**src/rtl/fir_tx_sequencer_if.sv**
```systemverilog
// Upstream symbol-bit valid/ready channel feeding fir_tx_sequencer.
// The source drives data/valid; the sequencer returns ready.
interface fir_tx_sequencer_if;
  logic i_bit_data;
  logic i_bit_valid;
  logic o_bit_ready;

  modport master (
    output i_bit_data,
    output i_bit_valid,
    input  o_bit_ready
  );

  modport slave (
    input  i_bit_data,
    input  i_bit_valid,
    output o_bit_ready
  );
endinterface

```
**src/rtl/fir_tx_sequencer.sv**
```systemverilog
// Control sequencer for the TX polyphase FIR: strobe divider, phase select,
// one-entry symbol holding register and IDLE/RUN/FLUSH run control.
// Optional PRBS9 symbol source is enabled by defining FIR_TX_SEQ_PRBS_EN.
module fir_tx_sequencer #(
  parameter int unsigned NB_DIV  = 8,
  parameter int unsigned N_FLUSH = 6,
  parameter int unsigned NB_CNT  = 16
) (
  input  logic                clk,
  input  logic                i_rst_n,
  input  logic                i_start,
  input  logic                i_stop,
  input  logic [NB_DIV-1:0]   i_div,
  input  logic                i_prbs_sel,
  fir_tx_sequencer_if.slave   src,
  output logic                o_enb_tx,
  output logic [1:0]          o_select_phase,
  output logic                o_tx_bit,
  output logic                o_busy,
  output logic                o_underrun,
  output logic [NB_CNT-1:0]   o_sym_count
);

  localparam int unsigned NB_FL = $clog2(N_FLUSH + 1);

  typedef enum logic [1:0] {
    ST_IDLE,
    ST_RUN,
    ST_FLUSH
  } state_t;

  state_t            state;
  state_t            state_nxt;
  logic [NB_DIV-1:0] div_lat;
  logic [NB_DIV-1:0] div_cnt;
  logic [1:0]        phase;
  logic              hold_full;
  logic              hold_bit;
  logic              stop_pend;
  logic [NB_FL-1:0]  flush_cnt;
  logic              flush_done;
  logic              strobe;
  logic              sym_strobe;
  logic              start_acc;
  logic              handshake;
  logic              prbs_active;
  logic              prbs_bit;

`ifdef FIR_TX_SEQ_PRBS_EN
  logic       prbs_lat;
  logic [8:0] lfsr;

  // Galois form of the PRBS9 register; lfsr[8] from seed 1FF yields 1,1,1,1,1,0,0,0,0.
  always_ff @(posedge clk or negedge i_rst_n) begin
    if (!i_rst_n) begin
      prbs_lat <= 1'b0;
      lfsr     <= 9'h1FF;
    end else if (start_acc) begin
      prbs_lat <= i_prbs_sel;
      lfsr     <= 9'h1FF;
    end else if (prbs_lat && sym_strobe && (state == ST_RUN)) begin
      lfsr <= {lfsr[7:0], lfsr[8]} ^ {4'b0000, lfsr[8], 4'b0000};
    end
  end

  assign prbs_active = prbs_lat;
  assign prbs_bit    = lfsr[8];
`else
  logic unused_prbs_sel;

  assign unused_prbs_sel = i_prbs_sel;
  assign prbs_active     = 1'b0;
  assign prbs_bit        = 1'b0;
`endif

  assign src.o_bit_ready = (state == ST_RUN) && !hold_full && !prbs_active;
  assign handshake       = src.i_bit_valid && src.o_bit_ready;

  // FLUSH lingers one cycle past its last strobe so busy drops the cycle after it.
  always_comb begin
    state_nxt  = state;
    start_acc  = 1'b0;
    flush_done = (state == ST_FLUSH) && (flush_cnt == NB_FL'(N_FLUSH));
    strobe     = (state != ST_IDLE) && !flush_done && (div_cnt == div_lat);
    sym_strobe = strobe && (phase == 2'd3);
    unique case (state)
      ST_IDLE: begin
        if (i_start) begin
          state_nxt = ST_RUN;
          start_acc = 1'b1;
        end
      end
      ST_RUN: begin
        if (sym_strobe && stop_pend) begin
          state_nxt = ST_FLUSH;
        end
      end
      ST_FLUSH: begin
        if (flush_done) begin
          state_nxt = ST_IDLE;
        end
      end
      default: state_nxt = ST_IDLE;
    endcase
  end

  always_ff @(posedge clk or negedge i_rst_n) begin
    if (!i_rst_n) begin
      state          <= ST_IDLE;
      div_lat        <= '0;
      div_cnt        <= '0;
      phase          <= '0;
      stop_pend      <= 1'b0;
      flush_cnt      <= '0;
      o_enb_tx       <= 1'b0;
      o_select_phase <= '0;
      o_tx_bit       <= 1'b0;
      o_busy         <= 1'b0;
      o_underrun     <= 1'b0;
      o_sym_count    <= '0;
    end else begin
      state    <= state_nxt;
      o_busy   <= (state_nxt != ST_IDLE);
      o_enb_tx <= strobe;
      if (start_acc) begin
        div_lat     <= i_div;
        div_cnt     <= '0;
        phase       <= '0;
        stop_pend   <= 1'b0;
        flush_cnt   <= '0;
        o_underrun  <= 1'b0;
        o_sym_count <= '0;
      end else begin
        if (state != ST_IDLE) begin
          div_cnt <= strobe ? '0 : div_cnt + 1'b1;
        end
        if (strobe) begin
          o_select_phase <= phase;
          phase          <= phase + 2'd1;
        end
        if ((state == ST_RUN) && i_stop) begin
          stop_pend <= 1'b1;
        end
        if (sym_strobe) begin
          if (state == ST_RUN) begin
            o_sym_count <= o_sym_count + 1'b1;
            if (prbs_active) begin
              o_tx_bit <= prbs_bit;
            end else if (hold_full) begin
              o_tx_bit <= hold_bit;
            end else begin
              o_tx_bit   <= 1'b0;
              o_underrun <= 1'b1;
            end
          end else begin
            o_tx_bit  <= 1'b0;
            flush_cnt <= flush_cnt + 1'b1;
          end
        end
      end
    end
  end

  // A fill wins over a same-cycle consume, so the new bit is never lost.
  always_ff @(posedge clk or negedge i_rst_n) begin
    if (!i_rst_n) begin
      hold_full <= 1'b0;
      hold_bit  <= 1'b0;
    end else if (state_nxt != ST_RUN) begin
      hold_full <= 1'b0;
    end else if (handshake) begin
      hold_full <= 1'b1;
      hold_bit  <= src.i_bit_data;
    end else if (sym_strobe) begin
      hold_full <= 1'b0;
    end
  end

endmodule
```
**src/flat_wrapper.sv**
```systemverilog
// flat-port wrapper written by rule: the top's interface ports become plain ports
module fir_tx_sequencer_flat 
#(
  parameter int unsigned NB_DIV  = 8,
  parameter int unsigned N_FLUSH = 6,
  parameter int unsigned NB_CNT  = 16
)
  (clk, i_rst_n, i_start, i_stop, i_div, i_prbs_sel, o_enb_tx, o_select_phase, o_tx_bit, o_busy, o_underrun, o_sym_count, src_i_bit_data, src_i_bit_valid, src_o_bit_ready);
  fir_tx_sequencer_if src_i ();
  input  logic clk;
  input  logic i_rst_n;
  input  logic i_start;
  input  logic i_stop;
  input  logic [NB_DIV-1:0] i_div;
  input  logic i_prbs_sel;
  output logic o_enb_tx;
  output logic [1:0] o_select_phase;
  output logic o_tx_bit;
  output logic o_busy;
  output logic o_underrun;
  output logic [NB_CNT-1:0] o_sym_count;
  input wire logic [$bits(src_i.i_bit_data)-1:0] src_i_bit_data;
  input wire logic [$bits(src_i.i_bit_valid)-1:0] src_i_bit_valid;
  output wire logic [$bits(src_i.o_bit_ready)-1:0] src_o_bit_ready;
  assign src_i.i_bit_data = src_i_bit_data;
  assign src_i.i_bit_valid = src_i_bit_valid;
  assign src_o_bit_ready = src_i.o_bit_ready;
  fir_tx_sequencer #(.NB_DIV(NB_DIV), .N_FLUSH(N_FLUSH), .NB_CNT(NB_CNT)) u_core (.clk(clk), .i_rst_n(i_rst_n), .i_start(i_start), .i_stop(i_stop), .i_div(i_div), .i_prbs_sel(i_prbs_sel), .src(src_i), .o_enb_tx(o_enb_tx), .o_select_phase(o_select_phase), .o_tx_bit(o_tx_bit), .o_busy(o_busy), .o_underrun(o_underrun), .o_sym_count(o_sym_count));
endmodule
```
**config.mk**
```make
export PLATFORM = sky130hd
export DESIGN_NAME = fir_tx_sequencer_flat
export DESIGN_NICKNAME = d
export VERILOG_FILES = /design/src/rtl/fir_tx_sequencer_if.sv /design/src/rtl/fir_tx_sequencer.sv /design/src/flat_wrapper.sv
export SDC_FILE = /design/constraint.sdc
export NUM_CORES = 1
export LEC_CHECK = 0
export BUFFER_PORTS_ARGS = -buffer_cell sky130_fd_sc_hd__buf_2
export CAP_MARGIN = 20
export CELL_PAD_IN_SITES_DETAIL_PLACEMENT = 1
export CELL_PAD_IN_SITES_GLOBAL_PLACEMENT = 1
export CORE_ASPECT_RATIO = 0.75
export CORE_MARGIN = 1.5
export CORE_UTILIZATION = 42
export CTS_CLUSTER_DIAMETER = 200
export DETAILED_ROUTE_END_ITERATION = 6
export PLACE_DENSITY = 0.88
export SYNTH_ARGS = -nofsm -noshare
export SYNTH_HDL_FRONTEND = slang
export SYNTH_SLANG_ARGS = --single-unit
```
**constraint.sdc**
```tcl
create_clock -name clk -period 2.4 [get_ports clk]
set_clock_uncertainty 0.15 [all_clocks]
set_input_delay 0.48 -clock clk [delete_from_list [all_inputs] [get_ports clk]]
set_output_delay 0.48 -clock clk [all_outputs]
set_load 0.02 [all_outputs]
```
### Word-level counts from Yosys, hierarchy flattened

Index checks and enable logic that the tools add are counted.

* input bits: 15
* word-level logic and storage cells: 81
* register bits after elaboration: 48
* output and inout port bits: 23

* bitwise operators: 2
* add/sub/neg operators: 4
* multiplexer cells: 28
* equal/unequal tests: 8
* reduce and logical (&&, ||, !) cells: 25

Operators with widths (number)
* 16-bit 2-to-1 mux: 3
* 8-bit 2-to-1 mux: 3
* 16-bit by 1-bit adder with 16-bit output (second input constant): 1
* 2-bit nonzero test: 7
* 1-bit 2-to-1 mux: 13
* 2-bit 2-to-1 mux: 5
* 2-bit AND reduction: 5
* 3-bit 2-to-1 mux: 3
* 8-bit by 1-bit adder with 8-bit output (second input constant): 1
* 8-bit == test: 1
* 1-bit logical AND: 8
* 2-bit one-hot mux with 3 select lines: 1
* 2-bit == test (second input constant): 2
* 2-bit by 1-bit != test with 1-bit output (second input constant): 2
* 3-bit by 1-bit adder with 3-bit output (second input constant): 1
* 3-bit == test (second input constant): 1
* 3-bit AND reduction: 1
* 3-bit nonzero test: 1
* 2-bit by 1-bit adder with 2-bit output (second input constant): 1
* 2-bit by 1-bit == test with 1-bit output (second input constant): 1
* 1-bit zero test: 2
* 2-bit zero test: 1
* 2-bit != test (second input constant): 1
* 1-bit NOT: 2

### Longest topological paths before layout

* depth in word-level cells: 12
* gate-level depth with buffers: 9
* mapped depth without buffers: 8

### Least setup slack after synthesis

Ideal clock, no wire load.

* kind: register -> register
* start: reg u_core.div_cnt[1]
* end: reg u_core.o_sym_count[3]
* stages on the path, launching flop included: 7
* setup slack: 0.333 ns
* setup time: 0.078 ns
* data required time: 2.172 ns
* arrival: 1.839 ns
* period minus slack after synthesis: 2.067 ns
* path buffers: 1
* cells stage by stage: dfrtp_1 > xor2_1 > nor4_2 > nand3_1 > buf_2 > or4_1 > a21oi_1

* cells in the longest elaborated chain, start to end: 5

RTL lines
* from (decl): line fir_tx_sequencer.sv:35 `logic [NB_DIV-1:0] div_cnt;`
* from (signal assigned): line fir_tx_sequencer.sv:135 `div_cnt <= strobe ? '0 : div_cnt + 1'b1;`
* 8-bit == test: line fir_tx_sequencer.sv:84 `strobe = (state != ST_IDLE) && !flush_done && (div_cnt == div_lat);`
* 1-bit logical AND: line fir_tx_sequencer.sv:84
* 1-bit logical AND: line fir_tx_sequencer.sv:85 `sym_strobe = strobe && (phase == 2'd3);`
* 2-bit nonzero test (no source line)
* 2-bit AND reduction (no source line)
* to (signal assigned): line fir_tx_sequencer.sv:146 `o_sym_count <= o_sym_count + 1'b1;`
* to (decl): line fir_tx_sequencer.sv:21 `output logic [NB_CNT-1:0] o_sym_count`

No other way between the ends.
A chain may end at the register's enable or synchronous reset.

### Final worst setup path

* start: reg u_core.div_lat[0]
* end: reg u_core.o_sym_count[4]

* cells in the longest elaborated chain, start to end: 5

RTL lines
* from (decl): line fir_tx_sequencer.sv:34 `logic [NB_DIV-1:0] div_lat;`
* from (signal assigned): line fir_tx_sequencer.sv:126 `div_lat <= i_div;`
* 8-bit == test: line fir_tx_sequencer.sv:84
* 1-bit logical AND: line fir_tx_sequencer.sv:84
* 1-bit logical AND: line fir_tx_sequencer.sv:85
* 2-bit nonzero test (no source line)
* 2-bit AND reduction (no source line)

No other way between the ends.

==> results.md <==
- The overall overflow remaining after global route is 0.
- The final weighted congestion in routability-driven placement is 0.767.
- The setup fix buffers added after clock tree synthesis is 0.
- OpenSTA, run right after detailed placement, puts the worst setup slack at 0.168 ns.
- After synthesis, the netlist uses 40 different library cells.
- In the routed layout, each cell is associated on average with a via count of 5.56.
- The boundary pin count is 38.
- The combined area of the multi-input logic cells is 1100 sq um.
- The total of buffers placed on input and output ports is 36.
- The number of standard cells after synthesis is 254.
- The number of violations reported at the end of detailed-routing iteration 0 is 80.
- Cells with a size suffix above 1 make up 20.4% of the layout.
- Across the run, the number of max-cap violations was 0.
- The largest fanout of any net on the critical path is 29.
- In this run the horizontal extent of the chip is 89.6 um.
- The core area is 5380 sq um.
- The clock buffer count from CTS is 5.
- Setup repair after global routing left no endpoint under its margin.
- Clock-pin slew was measured on the worst setup and hold paths at 0.09 ns.
- Once the floorplan was initialized, standard cells occupied 43.9% of the core.
- The HPWL reported at the end of detailed placement is 4220 um.
- After routing the design area is 2790 sq um.
- The first-pass GRT wire length is 9870 um.
- For this design the static power due to leakage is 1.33 nW.
- At the pin with the least slew margin, the transition time is 0.616 ns.
- The via count of the first global-routing pass is 2,110.
- The commonest cells after synthesis are 55 x sky130_fd_sc_hd__nand2_1, 48 x sky130_fd_sc_hd__dfrtp_1, 19 x sky130_fd_sc_hd__nor2_1, 13 x sky130_fd_sc_hd__a21oi_1, 13 x sky130_fd_sc_hd__nand3_1.
- The synthesized design contains 48 register bits.
- The worst path needs 2.22 ns of the cycle, external delays included.
- Ranked by total cell area, the synthesized netlist is headed by sky130_fd_sc_hd__dfrtp_1 51%, sky130_fd_sc_hd__nand2_1 8.7%, sky130_fd_sc_hd__xor2_1 3.7%.
- The startpoint class of the critical path is a flip-flop.
- The pin count of the biggest net entering global routing is 49.
- The non-filler instance count after layout is 374.
- The post-detailed-route DRC marker count is 0.
- The total design power is 1.37 mW.
- Global routing consumed, over all layers together, 21.7% of the routing resources.
- The count of placed standard cells including taps is 366.
- The worst-case IR drop observed on VDD is 0.234 mV.
- In this run the number of H-tree levels came out at 2.
- The overall via count from detail_route is 2,081.
- The source-to-sink clock delay at the later pin of the worst-skew pair is 0.31 ns.
- The worst slew slack as a fraction of its limit is 59.0%.
- The summed instance area of the synthesized netlist is 2360 sq um.
- The number of buffers on the longest clock path is 2.
- The fmax is 451 MHz.
- The TritonCTS clock tree is yes.
- The arrival time at the worst endpoint is 2.31 ns.
- The final number of hold-violating endpoints is 0.
- The number of antenna violations at the first check in global routing is 0.
- After detailed routing, the total wire length is 6030 um.
- In the synthesized netlist the dominant register cell turns out to be sky130_fd_sc_hd__dfrtp_1.
- The first detailed-routing pass took 5 iterations.
- The setup slack after layout is 0.181 ns.
- The post-synthesis net count is 274.
- The fraction of the core area covered by cells at the end of the flow is 51.9%.
- The portion of the post-synthesis area used by sequential elements is 50.9%.
- The most frequently used cell type in the post-synthesis netlist is sky130_fd_sc_hd__nand2_1.
- The worst setup path is of the reg2reg kind.
- The final layout net count is 318.
- The die boundary height is 67.9 um.
- The share of synthesized area in the top cell type comes to 50.9%.
- The diode insertion count for antenna repair is 0.
- The fill cell instance count of the final layout is 666.
- The number of antenna-violating nets in the routed design is 0.
- The clock tree root driver cell is sky130_fd_sc_hd__clkbuf_8.
- Each instance of the synthesized netlist takes up on average 9.29 sq um.
- The footprint of the flip-flops and latches is 1200 sq um.
- The cell type with the highest aggregate area in the netlist is sky130_fd_sc_hd__dfrtp_1.
- The synthesis warning total is 0.
- The die covers 6080 sq um.
- The flow ran to the end, and the final reports show no timing, DRC or antenna violations.
- The class of the worst hold path is in2async.
- Counting every sink on the clock net gives 48.
- The sort of element at the end of the critical path is a flip-flop.
- The wire length per cell is 16.1 um.
- The final count of pins violating max slew is 0.
- The final count of negative-setup-slack endpoints is 0.
- The post-route setup TNS is 0 ns.
- The post-route clock period utilization is 92.4%.
- The initialized floorplan defines 23 standard-cell rows.
- Compared with the post-synthesis result, the final layout area differs by 18.4%.
- Final hold analysis gives a worst-case slack of 0.107 ns.
- The number of flops mapped to enable cells by yosys is 0.
- Summing all placed instances gives a cell area of 2700 sq um.
- Dividing total power by cell area gives a power density of 489 nW/um^2.
- The worst endpoint required time is 2.49 ns.
- Counting flops with an async set or reset pin after synthesis yields a share of 100%.
## cell usage in the layout (no fill, tap or decap), types with 2 or more instances in the layout
| cell | synthesis | final |
|---|---|---|
| sky130_fd_sc_hd__o32ai_1 | 3 | 3 |
| sky130_fd_sc_hd__or3_1 | 6 | 6 |
| sky130_fd_sc_hd__nand2_1 | 55 | 55 |
| sky130_fd_sc_hd__xnor2_1 | 3 | 3 |
| sky130_fd_sc_hd__mux2i_1 | 2 | 2 |
| sky130_fd_sc_hd__a21oi_1 | 13 | 13 |
| sky130_fd_sc_hd__nand4_1 | 7 | 7 |
| sky130_fd_sc_hd__nor4_2 | 2 | 2 |
| sky130_fd_sc_hd__or4_1 | 6 | 6 |
| sky130_fd_sc_hd__inv_1 | 4 | 4 |
| sky130_fd_sc_hd__clkbuf_8 | 0 | 6 |
| sky130_fd_sc_hd__xor2_1 | 10 | 10 |
| sky130_fd_sc_hd__buf_2 | 3 | 36 |
| sky130_fd_sc_hd__o31a_1 | 2 | 2 |
| sky130_fd_sc_hd__nand3_1 | 13 | 12 |
| sky130_fd_sc_hd__nand2b_1 | 2 | 2 |
| sky130_fd_sc_hd__o21ai_0 | 12 | 12 |
| sky130_fd_sc_hd__o211ai_1 | 2 | 2 |
| sky130_fd_sc_hd__o31ai_1 | 8 | 8 |
| sky130_fd_sc_hd__nor4_1 | 2 | 2 |
| sky130_fd_sc_hd__ha_1 | 5 | 5 |
| sky130_fd_sc_hd__nor2_1 | 19 | 19 |
| sky130_fd_sc_hd__buf_4 | 0 | 12 |
| sky130_fd_sc_hd__dfrtp_1 | 48 | 48 |
| sky130_fd_sc_hd__o21a_1 | 2 | 2 |
## report_power, final
group | switching [mW] | total, mW | internal [mW]
logic | 0.0234 | 0.0367 | 0.0133
registers | 0.00258 | 0.814 | 0.812
clock network | 0.281 | 0.516 | 0.234
total | 0.307 | 1.37 | 1.06
## critical path, cell delays in order (launching register included)
cell,delay [ns]
sky130_fd_sc_hd__dfrtp_1,0.42
sky130_fd_sc_hd__xor2_1,0.19
sky130_fd_sc_hd__nor4_2,0.37
sky130_fd_sc_hd__nand3_2,0.15
sky130_fd_sc_hd__buf_12,0.19
sky130_fd_sc_hd__or4_1,0.51
sky130_fd_sc_hd__a21oi_1,0.16
## cell families after synthesis
| group | count (synthesis) | synth area share [%] |
|---|---|---|
| buffers and inverters | 16 | 2.70 |
| adder cells (fa/ha/maj) | 5 | 2.65 |
| flip-flops | 48 | 50.9 |
| multiplexers | 3 | 1.33 |
| AND/OR/NAND/NOR | 120 | 24.2 |
| XOR/XNOR | 13 | 4.83 |
| AO/OA/AOI/OAI | 49 | 13.4 |
## sequential cells by signal, summed over array words and instances (netlist names)
signal / cells
u_core.div_cnt: 8
u_core.div_lat: 8
u_core.flush_cnt: 3
u_core.hold_bit: 1
u_core.hold_full: 1
u_core.o_busy: 1
u_core.o_enb_tx: 1
u_core.o_select_phase: 2
u_core.o_sym_count: 16
u_core.o_tx_bit: 1
u_core.o_underrun: 1
u_core.phase: 2
u_core.state: 2
u_core.stop_pend: 1
## final timing paths
kind / end / start / slack (ns) / cells past startpoint
setup / recovery: u_core.o_sym_count[4]$_DFFE_PN0P_ / u_core.div_lat[0]$_DFFE_PN0P_ / 0.18 / 6
hold / removal: u_core.o_tx_bit$_DFFE_PN0P_ / i_rst_n / 0.11 / 2
setup reg to reg: u_core.o_sym_count[4]$_DFFE_PN0P_ / u_core.div_lat[0]$_DFFE_PN0P_ / 0.18 / 6
hold reg to reg: u_core.o_tx_bit$_DFFE_PN0P_ / u_core.o_tx_bit$_DFFE_PN0P_ / 0.34 / 2
max in group asynchronous: u_core.div_cnt[4]$_DFFE_PN0P_ / i_rst_n / 1.57 / 2
min in group clk: u_core.div_lat[5]$_DFFE_PN0P_ / i_div[5] / 0.20 / 3
## layer usage
metal,vias to the layer above,track usage (%),routed length [um]
met3,9,5.91,225
met4,0,6.35,86
met2,43,34.6,2870
met5,-,0,0
li1,982,-,-
met1,1047,29.1,2850
## timing repair
item | in CTS | in global routing
setup endpoints to repair | 0 | 2
resized for setup | 0 | 1
hold buffers | 0 | 0
## layout make-up
cell class / instances / share of cell area, %
Sequential cell: 48 / 43.0
Multi-Input combinational cell: 190 / 39.4
Timing Repair Buffer: 49 / 10.4
Tap cell: 75 / 3.36
Clock buffer: 7 / 3.09
Inverter: 4 / 0.537
Clock inverter: 1 / 0.269
Note: power is estimated with default switching activity, not from simulation.
